<file path="config.mk">
export PLATFORM = sky130hd
export DESIGN_NAME = accum_eot
export DESIGN_NICKNAME = d
export VERILOG_FILES = /design/src/rtl/accum_eot_pkg.sv /design/src/rtl/accum_eot_out_reg.sv /design/src/rtl/accum_eot.sv
export SDC_FILE = /design/constraint.sdc
export NUM_CORES = 1
export LEC_CHECK = 0
export CORE_UTILIZATION = 55
export DETAILED_ROUTE_END_ITERATION = 10
export PLACE_DENSITY = 0.8
export SLEW_MARGIN = 10
export SYNTH_ARGS = -nofsm -noshare
export SYNTH_HDL_FRONTEND = slang
export SYNTH_SLANG_ARGS = --single-unit
export TNS_END_PERCENT = 30
</file>
<file path="constraint.sdc">
create_clock -name clk -period 2.7 [get_ports clk]
set_input_delay 0.54 -clock clk [delete_from_list [all_inputs] [get_ports clk]]
set_output_delay 0.54 -clock clk [all_outputs]
set_load 0.02 [all_outputs]
</file>
<file path="src/rtl/accum_eot_pkg.sv">
// Shared types and helpers for the accum_eot reduction stage.
// sat_add is only referenced when ACCUM_EOT_SAT_EN is defined.
package accum_eot_pkg;

  localparam int unsigned DIN_W_DEF  = 16;
  localparam int unsigned DOUT_W_DEF = 32;
  localparam int unsigned CNT_W_DEF  = 16;

  // Default-width views of the stream payloads; the eot flag is the MSB of din.
  typedef struct packed {
    logic                  eot;
    logic [DIN_W_DEF-1:0]  data;
  } din_t;

  typedef struct packed {
    logic [CNT_W_DEF-1:0]  cnt;
    logic [DOUT_W_DEF-1:0] sum;
  } dout_t;

  // Unsigned add clamped to 2^w-1; operands are zero-extended to 64 bits by the caller.
  function automatic logic [63:0] sat_add(input logic [63:0] a,
                                          input logic [63:0] b,
                                          input int unsigned w);
    logic [64:0] s;
    logic [64:0] lim;
    s   = {1'b0, a} + {1'b0, b};
    lim = (65'd1 << w) - 65'd1;
    return (s > lim) ? lim[63:0] : s[63:0];
  endfunction

endpackage

</file>
<file path="src/rtl/accum_eot_out_reg.sv">
// dti_out_reg: single-entry registered dti producer with load/valid/ready.
// Reusable by any reduction stage that emits one result per transaction.
module dti_out_reg #(
  parameter int unsigned W = 48
) (
  input  logic         clk,
  input  logic         rst,
  input  logic         load,
  input  logic [W-1:0] load_data,
  output logic         can_load,
  output logic         dout_valid,
  output logic [W-1:0] dout_data,
  input  logic         dout_ready
);

  logic         valid_reg;
  logic [W-1:0] data_reg;

  // A load is accepted whenever the slot is empty or being drained this cycle.
  assign can_load   = !valid_reg | dout_ready;
  assign dout_valid = valid_reg;
  assign dout_data  = data_reg;

  always_ff @(posedge clk) begin
    if (!rst) begin
      valid_reg <= 1'b0;
      data_reg  <= '0;
    end else if (load) begin
      valid_reg <= 1'b1;
      data_reg  <= load_data;
    end else if (valid_reg && dout_ready) begin
      valid_reg <= 1'b0;
    end
  end

endmodule

</file>
<file path="src/rtl/accum_eot.sv">
// accum_eot: sums and counts the words of each eot-terminated transaction
// and emits one {cnt, sum} result. Define ACCUM_EOT_SAT_EN for saturating arithmetic.
module accum_eot
  import accum_eot_pkg::*;
#(
  parameter int unsigned DIN_W  = 16,
  parameter int unsigned DOUT_W = 32,
  parameter int unsigned CNT_W  = 16
) (
  input  logic                    clk,
  input  logic                    rst,
  input  logic [DIN_W:0]          din_data,
  input  logic                    din_valid,
  output logic                    din_ready,
  output logic [CNT_W+DOUT_W-1:0] dout_data,
  output logic                    dout_valid,
  input  logic                    dout_ready
);

  logic [DOUT_W-1:0] acc_reg;
  logic [DOUT_W-1:0] acc_next;
  logic [DOUT_W-1:0] data_ext;
  logic [CNT_W-1:0]  cnt_reg;
  logic [CNT_W-1:0]  cnt_next;
  logic              din_eot;
  logic              din_hs;
  logic              load;
  logic              can_load;

  assign din_eot  = din_data[DIN_W];
  assign data_ext = DOUT_W'(din_data[DIN_W-1:0]);

`ifdef ACCUM_EOT_SAT_EN
  // Clamping at the maximum keeps the value pinned until the eot reload clears it.
  assign acc_next = DOUT_W'(sat_add(64'(acc_reg), 64'(data_ext), DOUT_W));
  assign cnt_next = CNT_W'(sat_add(64'(cnt_reg), 64'd1, CNT_W));
`else
  assign acc_next = acc_reg + data_ext;
  assign cnt_next = cnt_reg + CNT_W'(1);
`endif

  assign din_ready = can_load;
  assign din_hs    = din_valid & din_ready;
  assign load      = din_hs & din_eot;

  always_ff @(posedge clk) begin
    if (!rst) begin
      acc_reg <= '0;
      cnt_reg <= '0;
    end else if (din_hs) begin
      if (din_eot) begin
        acc_reg <= '0;
        cnt_reg <= '0;
      end else begin
        acc_reg <= acc_next;
        cnt_reg <= cnt_next;
      end
    end
  end

  dti_out_reg #(
    .W(CNT_W + DOUT_W)
  ) u_out_reg (
    .clk        (clk),
    .rst        (rst),
    .load       (load),
    .load_data  ({cnt_next, acc_next}),
    .can_load   (can_load),
    .dout_valid (dout_valid),
    .dout_data  (dout_data),
    .dout_ready (dout_ready)
  );

endmodule
</file>
==> run summary <==
Post-Synth Simple-Gate Area: 22.64%
CTS buffer count: 9
Synth Cell Area: 5177 um^2
Average cell area after synthesis: 8.052 um^2
Layout cells sized above 1: 14.61%
Place WS: -0.1565 ns
Seq cells post-synth: 97
Critical path class: in2reg
Post-Synthesis Cells: 643
Fillers: 749
Power per cell area: 480.4 nW/um^2
DRC errors left: 0
Worst-margin pin slew: 0.4767 ns
Synth warnings: 0
Startpoint types: input pin
GRT Util Overall: 29.35%
Vias per cell: 5.959
Setup Skew: 0.01222 ns
Synth Area in Compound Gates: 24.48%
Vias in the first global route: 4856
Hold Path Depth: 2
Xor/xnor share of the synthesized area: 6.767%
DR WL/cell: 16.16 um
Final WL: 13850 um
Seq/Total Area, Yosys: 37.51%
Post-Synth Adder-Cell Area: 4.495%
WP data required: 2.99 ns
First-pass GRT wire length: 23010 um
Die Height: 99.03 um
Largest net degree at the start of global routing: 60
Initial Utilization: 56.30%
Global route overflow: 0
R2R cell count: 7
Via count: 5107
Initial antenna violation count: 0
Max-slew headroom: 68.22%
DR pass1 iterations: 5
Clk slew on worst S/H paths: 0.10 ns
Max-slew violation count: 0
EDFF count, synth: 0
Core area: 9196 um^2
Largest family of logic cells by synthesized area: compound AO/OA/AOI/OAI gates
Worst-path cell chain: clkdlybuf4s50_1, ha_1, a21oi_1, o21a_1, nand2_2, a221oi_2, o21ai_0, a311oi_1
Clk root buf: clkbuf_8
Final worst path period share: 92.74%
Largest register FFs: 48
Nets: 780
Die width: 99.03 um
Maximum clock path buffer count: 2
Gates resized, CTS repair: 0
Outcome: finished clean
Hold Path Class: reg2reg
Initial DRC Count: 287
Mux contribution to synthesized area: 0.3867%
ANT nets after route: 0
Crit Path Max Fanout: 8
VDD IR max: 292.0 uV
Fin worst setup slack: 0.1960 ns
Leakage: 0.002448 uW
Min Tclk post-route: 2.504 ns
Top_reg_cell synth: dfxtp_1
Diode count: 0
CP endpoint kind: flip-flop
CP max stage delay: 0.42 ns
IO Port Bufs: 70
Post-CTS Setup Inserts: 0
Hold_ws: 0.4625 ns
Die footprint: 9806 um^2
Gpl congestion: 0.9538
RSZ-0062 raised after global routing: false
Layout area overhead: 25.74%
CTS tree: built
Sink Count: 97
Post-synthesis async set-or-reset flop share: 0%
H-tree depth: 3
Syn Nets: 682
Fin. Hold Viols: 0
Slowest stage cell, crit path: ha_1
Fmax: 0.3994 GHz
Distinct cells, synth: 62
Max Cap Viol: 0
Setup Viol. Count Final: 0
Skew-Pair Late Insertion Delay: 0.37 ns
Row cnt: 35
Detailed Place HPWL: 10100 um
Worst Path Arrival: 2.79 ns
CTS Hold Bufs: 0
# IOs: 71
==> cell type report <==
type | instances | area (um^2) | share of cell area (%)
clock buffer | 10 | 137.6 | 2.114
clock inverter | 6 | 58.81 | 0.9033
inverter | 3 | 11.26 | 0.1730
multi-input combinational | 499 | 3050 | 46.86
sequential | 97 | 1942 | 29.83
tap | 111 | 138.9 | 2.133
timing repair buffer | 131 | 1171 | 17.99
==> power by group <==
group	switching [uW]	leakage [uW]	internal [uW]	total, uW
Combinational	366	0.00156	292	658
Sequential	33.3	0.000790	1490	1520
Clock	567	0.0000966	380	947
==> placed cells by master (no fill, tap or decap), types with 5 or more instances in the layout <==
cell             count
a211oi_1            19
and3_1              11
nand3_1             25
o21ai_1              5
nand2_1             61
nor3_1               9
xor2_1              15
clkbuf_8            10
xnor2_1             25
nand4_1              8
a31oi_1              8
o21ai_0             49
ha_1                17
a21oi_1             60
nor2_1              84
a22oi_1             19
or3_1               11
o31ai_1              6
buf_4               60
clkdlybuf4s50_1     70
dfxtp_1             97
==> critical path, delay by kind of cell <==
kind            cells  cell delay, ns
compound gates      5            1.32
fa+ha+maj           1            0.42
buf+inv             1            0.41
simple gates        1            0.10
==> stage by stage <==
stage,utilization [%],instances,setup TNS (ns),power [uW],instance area [um^2]
after CTS,70.79,857,0,3136,6510
after detailed placement,68.65,841,-2.361,2205,6314
after floorplan,-,643,0,1908,5177
after global placement,68.65,841,-1.468,2190,6314
final,70.79,857,0,3127,6510
after global routing,70.79,857,0,3257,6510
==> worst paths after layout <==
check,startpoint,end,slack [ns]
max reg2reg,acc_reg[10]$_SDFFE_PN0P_,u_out_reg.dout_data[31]$_SDFFE_PN0P_,0.47
min reg2reg,u_out_reg.dout_data[9]$_SDFFE_PN0P_,u_out_reg.dout_data[9]$_SDFFE_PN0P_,0.46
min,u_out_reg.dout_data[9]$_SDFFE_PN0P_,u_out_reg.dout_data[9]$_SDFFE_PN0P_,0.46
max,din_data[10],u_out_reg.dout_data[31]$_SDFFE_PN0P_,0.20
==> metal layers <==
metal | vias to the layer above | global-route usage, % | part of all wire, %
li1 | 2510 | - | -
met1 | 2396 | 39.01 | 45
met2 | 177 | 48.63 | 47
met3 | 24 | 3.901 | 5.6
met4 | 0 | 11.02 | 2.0
met5 | - | 0 | 0
==> synthesized netlist by cell type, types with 3 or more instances <==
cell type | count | share of area, %
nand3_2 | 4 | 0.77
a31oi_1 | 8 | 0.97
o21ai_1 | 5 | 0.48
nor2_1 | 85 | 6.2
o21a_1 | 3 | 0.43
and3_1 | 11 | 1.3
xor2_1 | 15 | 2.5
o31ai_1 | 6 | 0.87
or3_1 | 11 | 1.3
buf_2 | 9 | 0.87
a211oi_2 | 4 | 0.97
o211ai_1 | 4 | 0.58
nand3_1 | 25 | 2.4
a21oi_1 | 60 | 5.8
or4_1 | 3 | 0.43
a22oi_1 | 19 | 2.8
nor3_1 | 9 | 0.87
o21ai_0 | 49 | 4.7
nand4_1 | 8 | 0.97
a311oi_1 | 3 | 0.51
xnor2_1 | 25 | 4.2
dfxtp_1 | 97 | 38
a211oi_1 | 19 | 2.8
a21o_1 | 3 | 0.43
ha_1 | 17 | 4.1
nand2_1 | 61 | 4.4
nor2b_1 | 3 | 0.36
a21oi_2 | 4 | 0.68
clkbuf_1 | 33 | 2.4
==> cell families (layout without fill, tap and decap cells) <==
kind of cell	Yosys count	count (layout)
AND/OR/NAND/NOR	240	240
AO/OA/AOI/OAI	199	199
flip-flops	97	97
buffers and inverters	47	150
XOR/XNOR	40	40
adder cells (fa/ha/maj)	18	18
multiplexers	2	2
Note: power is estimated with default switching activity, not from simulation.
